**src/rtl/ads1675_acq_ctrl.sv**
```systemverilog
// ADS1675 acquisition controller: START control, DRDY framing,
// MSB-first sample capture and a small valid/ready output FIFO.
module ads1675_acq_ctrl #(
  parameter int DW         = 24,
  parameter int FIFO_DEPTH = 4,
  parameter int DISCARD    = 2,
  parameter int TIMEOUT    = 128,
  parameter int CW         = 16
) (
  input  logic          clk,
  input  logic          rst,
  input  logic          start,
  input  logic          stop,
  input  logic [CW-1:0] burst_len,
  input  logic          clr_err,
  input  logic          drdy,
  input  logic          dout,
  output logic          adc_start,
  output logic [DW-1:0] m_data,
  output logic          m_valid,
  input  logic          m_ready,
  output logic          busy,
  output logic          done,
  output logic [CW-1:0] sample_cnt,
  output logic          overflow,
  output logic          timeout_err
);

  localparam int AW  = $clog2(FIFO_DEPTH);
  localparam int TW  = $clog2(TIMEOUT + 1);
  localparam int DCW = $clog2(DISCARD + 2);
  localparam int BW  = $clog2(DW);

  typedef enum logic [1:0] {
    S_IDLE,
    S_WAIT,
    S_SHIFT,
    S_COMMIT
  } state_t;

  state_t          state;
  logic            drdy_q;
  logic [DW-1:0]   sreg;
  logic [BW-1:0]   bit_cnt;
  logic [TW-1:0]   tmo_cnt;
  logic [DCW-1:0]  disc_cnt;
  logic [CW-1:0]   blen_q;

  logic [DW-1:0]   mem [FIFO_DEPTH];
  logic [AW-1:0]   wptr;
  logic [AW-1:0]   rptr;
  logic [AW:0]     count;

  logic            drdy_rise;
  logic            keep;
  logic            pop;
  logic            full;
  logic            push_req;
  logic            push_ok;
  logic [CW-1:0]   cnt_inc;

  assign drdy_rise = drdy & ~drdy_q;
  assign keep      = disc_cnt >= DCW'(DISCARD);
  assign m_valid   = count != '0;
  assign pop       = m_valid & m_ready;
  assign full      = count == (AW+1)'(FIFO_DEPTH);
  assign push_req  = (state == S_COMMIT) & ~stop & keep;
  assign push_ok   = push_req & (~full | pop);
  assign cnt_inc   = (&sample_cnt) ? sample_cnt
                                   : sample_cnt + CW'(1);
  assign m_data    = m_valid ? mem[rptr] : '0;
  assign busy      = state != S_IDLE;
  assign adc_start = state != S_IDLE;

  always_ff @(posedge clk or posedge rst) begin
    if (rst) begin
      state       <= S_IDLE;
      drdy_q      <= 1'b0;
      sreg        <= '0;
      bit_cnt     <= '0;
      tmo_cnt     <= '0;
      disc_cnt    <= '0;
      blen_q      <= '0;
      sample_cnt  <= '0;
      done        <= 1'b0;
      timeout_err <= 1'b0;
    end else begin
      drdy_q <= drdy;
      done   <= 1'b0;
      if (clr_err) timeout_err <= 1'b0;
      if (stop) begin
        state <= S_IDLE;
      end else begin
        unique case (state)
          S_IDLE: begin
            if (start) begin
              blen_q     <= burst_len;
              sample_cnt <= '0;
              disc_cnt   <= '0;
              tmo_cnt    <= '0;
              state      <= S_WAIT;
            end
          end
          S_WAIT: begin
            if (drdy_rise) begin
              sreg    <= {{(DW-1){1'b0}}, dout};
              bit_cnt <= BW'(DW - 2);
              state   <= S_SHIFT;
            end else if (tmo_cnt == TW'(TIMEOUT - 1)) begin
              if (!clr_err) timeout_err <= 1'b1;
              state <= S_IDLE;
            end else begin
              tmo_cnt <= tmo_cnt + TW'(1);
            end
          end
          S_SHIFT: begin
            sreg <= {sreg[DW-2:0], dout};
            if (bit_cnt == '0) state <= S_COMMIT;
            else bit_cnt <= bit_cnt - BW'(1);
          end
          S_COMMIT: begin
            tmo_cnt <= '0;
            state   <= S_WAIT;
            if (!keep) begin
              disc_cnt <= disc_cnt + DCW'(1);
            end else begin
              // counts dropped samples too so bursts keep a fixed length
              sample_cnt <= cnt_inc;
              if (blen_q != '0 && cnt_inc == blen_q) begin
                done  <= 1'b1;
                state <= S_IDLE;
              end
            end
          end
          default: state <= S_IDLE;
        endcase
      end
    end
  end

  always_ff @(posedge clk or posedge rst) begin
    if (rst) begin
      wptr     <= '0;
      rptr     <= '0;
      count    <= '0;
      overflow <= 1'b0;
    end else begin
      if (push_ok) wptr <= wptr + AW'(1);
      if (pop) rptr <= rptr + AW'(1);
      if (push_ok && !pop) count <= count + (AW+1)'(1);
      else if (!push_ok && pop) count <= count - (AW+1)'(1);
      if (clr_err) overflow <= 1'b0;
      else if (push_req && !push_ok) overflow <= 1'b1;
    end
  end

  always_ff @(posedge clk) begin
    if (push_ok) mem[wptr] <= sreg;
  end

endmodule

```
**config.mk**
```make
export PLATFORM = sky130hd
export DESIGN_NAME = ads1675_acq_ctrl
export DESIGN_NICKNAME = d
export VERILOG_FILES = /design/src/rtl/ads1675_acq_ctrl.sv
export SDC_FILE = /design/constraint.sdc
export NUM_CORES = 1
export LEC_CHECK = 0
export BUFFER_PORTS_ARGS = -buffer_cell sky130_fd_sc_hd__buf_2
export CELL_PAD_IN_SITES_DETAIL_PLACEMENT = 2
export CELL_PAD_IN_SITES_GLOBAL_PLACEMENT = 2
export CORE_AREA = 2 2 172 123
export CTS_CLUSTER_SIZE = 10
export DETAILED_ROUTE_END_ITERATION = 12
export DIE_AREA = 0 0 174 125
export GPL_TIMING_DRIVEN = 0
export PLACE_DENSITY_LB_ADDON = 0.1
export SKIP_CTS_REPAIR_TIMING = 1
export SLEW_MARGIN = 40
export SYNTH_ARGS = -nofsm -noshare
export SYNTH_HDL_FRONTEND = slang
export SYNTH_SLANG_ARGS = --single-unit
```
**constraint.sdc**
```tcl
create_clock -name clk -period 3.4 [get_ports clk]
set_input_delay 0.17 -clock clk [delete_from_list [all_inputs] [get_ports clk]]
set_output_delay 0.17 -clock clk [all_outputs]
set_load 0.01 [all_outputs]
```
Word level (Yosys, flattened, before mapping) --
Memory sizes are Yosys's and may differ from the RTL's. Index checks and enable logic that the tools add are counted.
Storage, ports and cells: flip-flop bits (word level) 84, memory bits (writable) 96, input bits 24, memories 1
Memory list:
- mem | depth 4, bits a word 24, read ports 1, clocked after Yosys merged registers in 0, wr ports 1, line 49 | logic [DW-1:0] mem [FIFO_DEPTH];
Cells by class: add/sub/neg operators 8, $lt $le $gt $ge 1, eq/ne operators 16, multiplexer cells 41, bitwise gates (word level) 9, reduce and logical (&&, ||, !) cells 24
Operators with widths (count):
- 16-bit 2-to-1 mux | 3
- 24-bit 2-to-1 mux | 2
- 24-bit one-hot mux with 2 select lines | 1
- 16-bit one-hot mux with 2 select lines | 1
- 8-bit 2-to-1 mux | 3
- 8-bit one-hot mux with 3 select lines | 1
- 16-bit by 1-bit adder with 16-bit output (second input constant) | 1
- 16-bit == test | 1
- 1-bit 2-to-1 mux | 16
- 16-bit AND reduction | 1
- 16-bit nonzero test | 1
- 2-bit 2-to-1 mux | 7
- 2-bit inequality test (second input constant) | 7
- 4-bit AND reduction | 3
- 5-bit 2-to-1 mux | 2
- 5-bit one-hot mux with 2 select lines | 1
- 2-bit nonzero test | 5
- 3-bit AND reduction | 3
- 8-bit by 1-bit adder with 8-bit output (second input constant) | 1
- 8-bit by 7-bit == test with 1-bit output (second input constant) | 1
- 2-bit one-hot mux with 4 select lines | 1
- 2-bit by 1-bit adder with 2-bit output (second input constant) | 3
- 3-bit 2-to-1 mux | 2
- 3-bit inequality test (second input constant) | 2
- other kinds (18) | 30

Logic depth before layout (Yosys ltp) --
Gate-level depths: netlist of the first run.
depth in word-level cells 8, mapped depth 10

Least setup slack after synthesis of the first run --
OpenSTA, ideal clock, no wires.
path type register to register, from reg sample_cnt[0], to reg done, library setup time 100 ps, arrival 2394 ps, required time 3300 ps, slack 905 ps, cell stages (with the launch flop) 10, path buffers 1, clock period less this slack 2495 ps, cells stage by stage dfrtp_1 ha_1 nand3_2 nor4_4 buf_2 mux2i_1 nor2_1 a2111oi_0 and4_1 nor4bb_1
Between the ends: longest elaborated chain between the ends 8, elaborated cells between the ends (all ways) 9, those cells by class add/sub (1); eq/ne (1); mux (5); reduce/logical (2)
RTL lines:
- start, declared | line 24 | output logic [CW-1:0] sample_cnt,
- start signal, assigned | line 128 | sample_cnt <= cnt_inc;
- 16-bit by 1-bit adder with 16-bit output or 16-bit AND reduction (tied branches) | line 70, 69
- 16-bit 2-to-1 mux (*) | line 69 | assign cnt_inc = (&sample_cnt) ? sample_cnt
- 16-bit == test (*) | line 129 | if (blen_q != '0 && cnt_inc == blen_q) begin
- 1-bit logical AND (*) | line 129
- 1-bit 2-to-1 mux (*) | line 129
- 1-bit 2-to-1 mux (*) | line 124 | if (!keep) begin
- 1-bit 2-to-1 mux (*) | line 94 | unique case (state)
- 1-bit 2-to-1 mux (*) | line 91 | if (stop) begin
- end signal, assigned | line 85 | done <= 1'b0;
- end signal, assigned | line 89 | done <= 1'b0;
- end signal, assigned | line 130 | done <= 1'b1;
- end, declared | line 23 | output logic done,
Mark *: on every way between the ends. The rest lies on a longest branch, timed or not. A chain may end at the register's enable or synchronous reset.

Final worst setup path of the first run --
Same ends and word-level chain as after synthesis.

==> summary.md, run 1 <==
| Metric | Value |
|---|---|
| Switching part of the total | 30.6% |
| Initial Utilization | 41.1% |
| Setup violators final | 0 |
| Total clock sinks | 180 |
| Hold EP | state[1] |
| Clk_lat worst skew | 0.44 ns |
| Vias in the first global route | between 6000 and 7000 |
| GRT Total Usage | ~22% |
| Die ar. | 21800 µm² |
| CTS max path bufs | 2 |
| Commonest cells after routing, fill and taps aside | 96 x edfxtp_1, 86 x nand2_1, 84 x dfrtp_1 |
| Internal | 0.00382 W |
| P_sw | 0.00168 W |
| Nets@finish | approximately 810 |
| R2r endpoint | done |
| Critical path capture point type | flip-flop |
| Largest net degree at the start of global routing | 53 |
| CP max FO | 10 |
| Maxcap violations | 0 |
| Die Wd | 174 µm |
| Post-Synthesis Cell Area | 8320 µm² |
| Routability cong. | 0.783 |
| Hold/Removal Path Class | primary input to flip-flop |
| Most common cell after layout, fill and taps aside | edfxtp_1 |
| Mapped Avg Cell Area | 12.8 µm² |
| Worst-path clk slew | about 0.08 ns |
| Worst-margin pin slew | 0.798 ns |
| Clock power share | 35.9% |
| Gr ovfl total | 0 |
| Synthesized net count | between 600 and 700 |
| Pins Over Slew Limit | 0 |
| Ys async rst share | 46.7% |
| Reg2Reg Launch Point | sample_cnt[0] |
| Core Area | slightly above 20000 µm² |
| Initial antenna violation count | 0 |
| CTS Buf Count | 17 |
| Pwr Density | around 550 nW/µm² |
| 1st-iter DRT viols | 356 |
| WP data required | 3.71 ns |
| Register-to-Register Path Depth | 9 |
| # IOs | 70 |
| Yosys warning count | 0 |
| Final antenna-violating net count | 0 |
| DPL Wire Length | 16400 µm |
| Post-synth EDFFs | 96 |
| Clock tree root buffer cell | clkbuf_16 |
| Status | completed |
| Setup_tns | 0 ns |
| Number of H-tree levels | 4 |
| DRC | 0 |
| Setup CP Type | flip-flop to flip-flop |
| Antenna diode count | 0 |
| Maximum clock frequency | 328 MHz |
| Fillers | 2034 |
| Via count | 5706 |
| Chip height | around 130 µm |
| First-pass GRT wire length | around 37000 µm |
| Port Buffer Count | 69 |
| Via density | between 5 and 6 |
| Fin util | 49.3% |
| Clock Skews | between 0.015 and 0.02 ns |
| Worst R2R Setup Slack | 0.35 ns |
| DRT Pass-1 Iters | 4 |
| Placed Cells | about 1000 |
| Non-Filler Instances | 1055 |
| Worst slew margin | 46.8% |
| RSZ-0062 raised after global routing | false |
| Final Hold Vio Count | 0 |
| Post-Route WL | between 20000 and 25000 µm |
| Synth unique cells | just under 70 |
| Comb power frac | 17.3% |
| Ratio of final minimum period to clock period | between 80% and 90% |
| Share of cells above drive strength 1 | around 25% |
| Type of origin of the critical path | flip-flop |
| Synth Register Bits | 180 |
| Min Tclk post-route | between 3 and 4 ns |
| Routed WL per cell | 22.3 µm |
| Hold WS | about 0.073 ns |
| Data arrival time of the critical path | approximately 3.4 ns |
| Pleak | 4.22 nW |
| Post-synthesis sequential area ratio | 59.9% |
| CTS tree | done |
| Row cnt | 44 |
| Area growth, synth to finish | 20.0% |
| Max VDD drop | 0.310 mV |
| Hold path startpoint | stop |
| Sequential share of power | 46.8% |
| Cells after Synth | roughly 650 |
| WHS Path Cells | 3 |
| Primary FF master, synth | edfxtp_1 |
power groups by stage:
stage | sequential, W | combinational, W | clock (W)
2_1_floorplan | 0.00254 | 0.000660 | 0
3_3_place_gp | 0.00260 | 0.000888 | 0
3_5_place_dp | 0.00261 | 0.000940 | 0
4_1_cts | 0.00257 | 0.000950 | 0.00201
5_1_grt | 0.00259 | 0.00105 | 0.00210
6_report | 0.00257 | 0.000952 | 0.00197
how the worst max path moves through the flow:
stage | startpoint | endpoint | slack, ns | depth (start not counted)
4_1_cts | sample_cnt[0] | done | 0.09 | 9
3_3_place_gp | rst | sample_cnt[4] | -0.32 | 2
2_1_floorplan | sample_cnt[0] | done | 0.91 | 9
3_5_place_dp | sample_cnt[0] | done | 0.1 | 9
6_report | sample_cnt[0] | done | 0.35 | 9
5_1_grt | state[0] | sreg[1] | 0.14 | 8
cell families (layout without fill, tap and decap cells):
logic type / count (synthesis) / after routing / synth area share (%)
compound gates: 80 / 80 / 6.17
xor+xnor: 32 / 32 / 3.55
fa+ha+maj: 16 / 16 / 2.50
buf+inv: 53 / 180 / 2.81
flops: 180 / 180 / 59.9
mux: 46 / 46 / 9.43
simple gates: 245 / 245 / 15.6
cell usage after synthesis (6+ instances only):
| cell type | instances | area (µm²) |
|---|---|---|
| nand3_1 | 33 | 165 |
| dfrtp_1 | 84 | 2100 |
| mux4_2 | 24 | 541 |
| nor3_1 | 11 | 55.1 |
| inv_1 | 20 | 75.1 |
| a21oi_1 | 18 | 90.1 |
| nand2_1 | 86 | 323 |
| and2_1 | 29 | 181 |
| ha_1 | 15 | 188 |
| nand2b_1 | 7 | 43.8 |
| edfxtp_1 | 96 | 2880 |
| o21ai_0 | 31 | 155 |
| or3_1 | 6 | 37.5 |
| mux2_2 | 19 | 214 |
| nor2_1 | 32 | 120 |
| nor4_1 | 9 | 56.3 |
| xnor2_1 | 22 | 193 |
| clkbuf_1 | 21 | 78.8 |
| xor2_1 | 8 | 70.1 |
layer usage:
metal,global-route usage (%),vias up,wire [µm]
met2,36.4,89,11500
met3,3.92,12,636
met4,5.04,0,190
met1,32.0,3000,11200
li1,-,2605,-
met5,0,-,0
stage by stage:
step	power, W	instance area [µm²]	setup slack [ns]
finish	0.00550	9980	0.348
global route	0.00575	9980	0.139
CTS	0.00553	9760	0.0874
detailed placement	0.00355	9170	0.0984
global placement	0.00348	9010	-0.316
floorplan	0.00321	8320	0.905
flip-flops by register name, summed over array words and instances, names as in the netlist, 2 cells and up:
| name | count |
|---|---|
| wptr | 2 |
| state | 2 |
| sample_cnt | 16 |
| tmo_cnt | 8 |
| bit_cnt | 5 |
| sreg | 24 |
| mem | 96 |
| rptr | 2 |
| blen_q | 16 |
| count | 3 |
| disc_cnt | 2 |
layout make-up:
cell class              count  area [µm²]  area share [%]
plain buffers              33         161            1.62
clock buffers              18         429            4.30
clock inverters            14         161            1.62
inverters                  20        80.1           0.802
multi-input cells         419        3130            31.4
flip-flops and latches    180        4980            49.9
well taps                 276         345            3.46
repair buffers             95         691            6.92
critical path, stage by stage (launching register included):
cell and delay (ns):
dfrtp_1 0.52, ha_1 0.34, nand3_4 0.19, nor4_4 0.29
buf_2 0.31, mux2i_1 0.22, nor2_1 0.07, a2111oi_1 0.35
and4_1 0.35, nor4bb_1 0.27
Note: power is estimated with default switching activity, not from simulation.
==> run 2, diff against run 1 <==
--- a/config.mk
+++ b/config.mk
@@ -13,7 +13,8 @@
 export DETAILED_ROUTE_END_ITERATION = 12
 export DIE_AREA = 0 0 174 125
 export GPL_TIMING_DRIVEN = 0
-export PLACE_DENSITY_LB_ADDON = 0.1
+export HOLD_SLACK_MARGIN = 0.12
+export PLACE_DENSITY = 0.85
 export SKIP_CTS_REPAIR_TIMING = 1
 export SLEW_MARGIN = 40
 export SYNTH_ARGS = -nofsm -noshare
==> run 2 against run 1 <==
  * The flow now finishes with violations (negative setup slack)
  * Fmax down 10%
  * Core utilization is 0.31 points lower
  * Register-to-register slack worse by 0.35 ns
  * Worst setup slack worse by 0.35 ns
  * Sequential share of layout area is 0.31 points higher
  * Wire length is 17% higher
  * First-iteration DRC count up 24%
  * Largest power group unchanged
  * Highest routed layer unchanged
==> summary.md, run 2 (synthesis gave the netlist of run 1 again) <==
| Metric | Value |
|---|---|
| Final Hold Vio Count | 0 (unchanged) |
| Most common cell after layout, fill and taps aside | edfxtp_1 |
| Reg2Reg Launch Point | sample_cnt[0] |
| Worst slew margin | 44.2% (-2.6 points) |
| Max VDD drop | 0.289 mV (-6.8%) |
| Pwr Density | 574 nW/µm² (+4.3%) |
| Largest registers | mem (96), sreg (24) |
| Gr ovfl total | 0 (unchanged) |
| Initial Utilization | 41.1% (unchanged) |
| R2r endpoint | done |
| Final antenna-violating net count | 0 (unchanged) |
| Antenna diode count | 0 (unchanged) |
| DRC | 0 (unchanged) |
| Core Area | 20300 µm² (unchanged) |
| 1st-iter DRT viols | 440 (+24%) |
| Data arrival time of the critical path | 3.73 ns (+0.37 ns) |
| Place WS | 0.157 ns (+0.0589 ns) |
| Worst R2R Setup Slack | -0.003 ns (-0.35 ns) |
| Row cnt | 44 (unchanged) |
| Pleak | 4.20 nW (-0.43%) |
| CTS Buf Count | 17 (unchanged) |
| Status | complete, but fails checks |
| Setup CP Type | flip-flop to flip-flop |
| Maxcap violations | 0 (unchanged) |
| CP max FO | 10 (unchanged) |
| Die ar. | 21800 µm² (unchanged) |
| Number of H-tree levels | 4 (unchanged) |
| Chip height | 125 µm (unchanged) |
| Vias in the first global route | 6587 (+4.7%) |
| RSZ-0062 raised after global routing | true |
| Maximum clock frequency | 294 MHz (-10%) |
| Clock tree root buffer cell | clkbuf_16 |
| Via density | 5.69 (+5.2%) |
| Total clock sinks | 180 (unchanged) |
| GRT Total Usage | 25.2% (+2.7 points) |
| Fillers | 2000 (-1.7%) |
| First-pass GRT wire length | 41100 µm (+11%) |
| Most flops, register | mem |
| # IOs | 70 (unchanged) |
| Worst-path clk slew | 0.08 ns (about the same) |
| Commonest cells after routing, fill and taps aside | 96 x edfxtp_1, 86 x nand2_1, 84 x dfrtp_1 |
| Routed WL per cell | 26.2 µm (+17%) |
| CTS tree | done |
| Die Wd | 174 µm (unchanged) |
| Setup violators final | 1 (+1) |
| CP Cell Sequence | ha_1 -> nand3_2 -> nor4_4 -> buf_2 -> mux2i_1 -> nor2_1 -> a2111oi_1 -> and4_1 -> nor4bb_1 |
| DPL Wire Length | 17500 µm (+7.0%) |
| CP max-delay cell | dfrtp_1 |
| CP peak stage delay | 0.52 ns (about the same) |
| Type of origin of the critical path | flip-flop |
| Pins Over Slew Limit | 0 (unchanged) |
| Area growth, synth to finish | 19.3% |
| DRT Pass-1 Iters | 5 (+1) |
| Critical path capture point type | flip-flop |
| Max reg flops | 96 (unchanged) |
| Clock Skews | 0.0127 ns (-0.00585 ns) |
| Largest net degree at the start of global routing | 59 (+11%) |
| Hold/Removal Path Class | primary input to async pin |
| Register-to-Register Path Depth | 9 (unchanged) |
| Routability cong. | 0.807 (+3.1%) |
| WP data required | 3.73 ns (+0.02 ns) |
| Nets@finish | 803 (-0.37%) |
| Port Buffer Count | 69 (unchanged) |
| Min Tclk post-route | 3.40 ns (+0.351 ns) |
| Ratio of final minimum period to clock period | 100% (+10 points) |
| Via count | 5988 (+4.9%) |
| Initial antenna violation count | 0 (unchanged) |
| Failing checks | negative setup slack |
| Worst setup margin | -0.00310 ns (-0.351 ns) |
| Share of cells above drive strength 1 | 24.4% (-0.16 points) |
| Clk_lat worst skew | 0.45 ns (about the same) |
| Post-Route WL | 27500 µm (+17%) |
| CTS max path bufs | 2 (unchanged) |
| Worst-margin pin slew | 0.828 ns (+0.0298 ns) |
| Setup_tns | -0.00310 ns (-0.00310 ns) |
==> run 2: changes by cell type in the layout (fill, tap and decap cells not counted), moves of 2 or more <==
cell           before  now
dlygate4sd3_1      20   22
clkbuf_2            0    2
clkbuf_1           22   20
buf_16              5    1
==> run 2: through the flow <==
stage | total power (W) | instances | utilization (%) | cell area [µm²] | hold WS, ns
after floorplan | 0.00321 | 652 | - | 8320 | 0.201
after global placement | 0.00345 | 997 | 44.5 | 9010 | 0.334
after detailed placement | 0.00357 | 998 | 44.7 | 9050 | 0.171
after CTS | 0.00567 | 1030 | 47.8 | 9680 | -0.316
after global routing | 0.00590 | 1052 | 49.0 | 9920 | 0.262
final | 0.00570 | 1052 | 49.0 | 9920 | 0.236
==> run 2: routing by layer <==
metal | vias up | share of wire (%) | track usage [%]
met4 | 0 | 2.9 | 9.24
li1 | 2598 | - | -
met1 | 3176 | 43 | 33.2
met5 | - | 0 | 0
met2 | 167 | 50 | 41.9
met3 | 47 | 3.7 | 4.77
==> run 2: worst max-delay path by stage <==
stage | start | end | slack [ns] | cells after the start
2_1_floorplan | sample_cnt[0] | done | 0.91 | 9
3_3_place_gp | rst | sreg[6] | -0.16 | 2
3_5_place_dp | sample_cnt[0] | done | 0.16 | 9
4_1_cts | state[0] | count[2] | -0.07 | 9
5_1_grt | sample_cnt[0] | done | -0.04 | 9
6_report | sample_cnt[0] | done | -0.003 | 9
==> run 2: final cells by class <==
cell class              count  area, µm²  share of cell area, %
multi-input cells         419       3130                   31.5
flip-flops and latches    180       4980                   50.2
clock inverters            15        203                   2.04
well taps                 276        345                   3.48
repair buffers             92        593                   5.98
plain buffers              33        163                   1.64
clock buffers              17        425                   4.29
inverters                  20       80.1                  0.807
==> run 2: critical path: cells and delay by family (launching register included) <==
| kind | cells | cell delay, ns |
|---|---|---|
| AO/OA/AOI/OAI | 1 | 0.48 |
| multiplexers | 1 | 0.25 |
| flip-flops | 1 | 0.52 |
| AND/OR/NAND/NOR | 5 | 1.39 |
| adder cells (fa/ha/maj) | 1 | 0.32 |
| buffers and inverters | 1 | 0.31 |
==> run 2: power by group <==
| part | internal, W | switching [W] | total, W | leakage (nW) |
|---|---|---|---|---|
| Sequential | 0.00240 | 0.000178 | 0.00258 | 2.20 |
| Clock | 0.00107 | 0.00102 | 0.00210 | 0.306 |
| Combinational | 0.000431 | 0.000591 | 0.00102 | 1.69 |
| Total | 0.00391 | 0.00179 | 0.00570 | 4.20 |
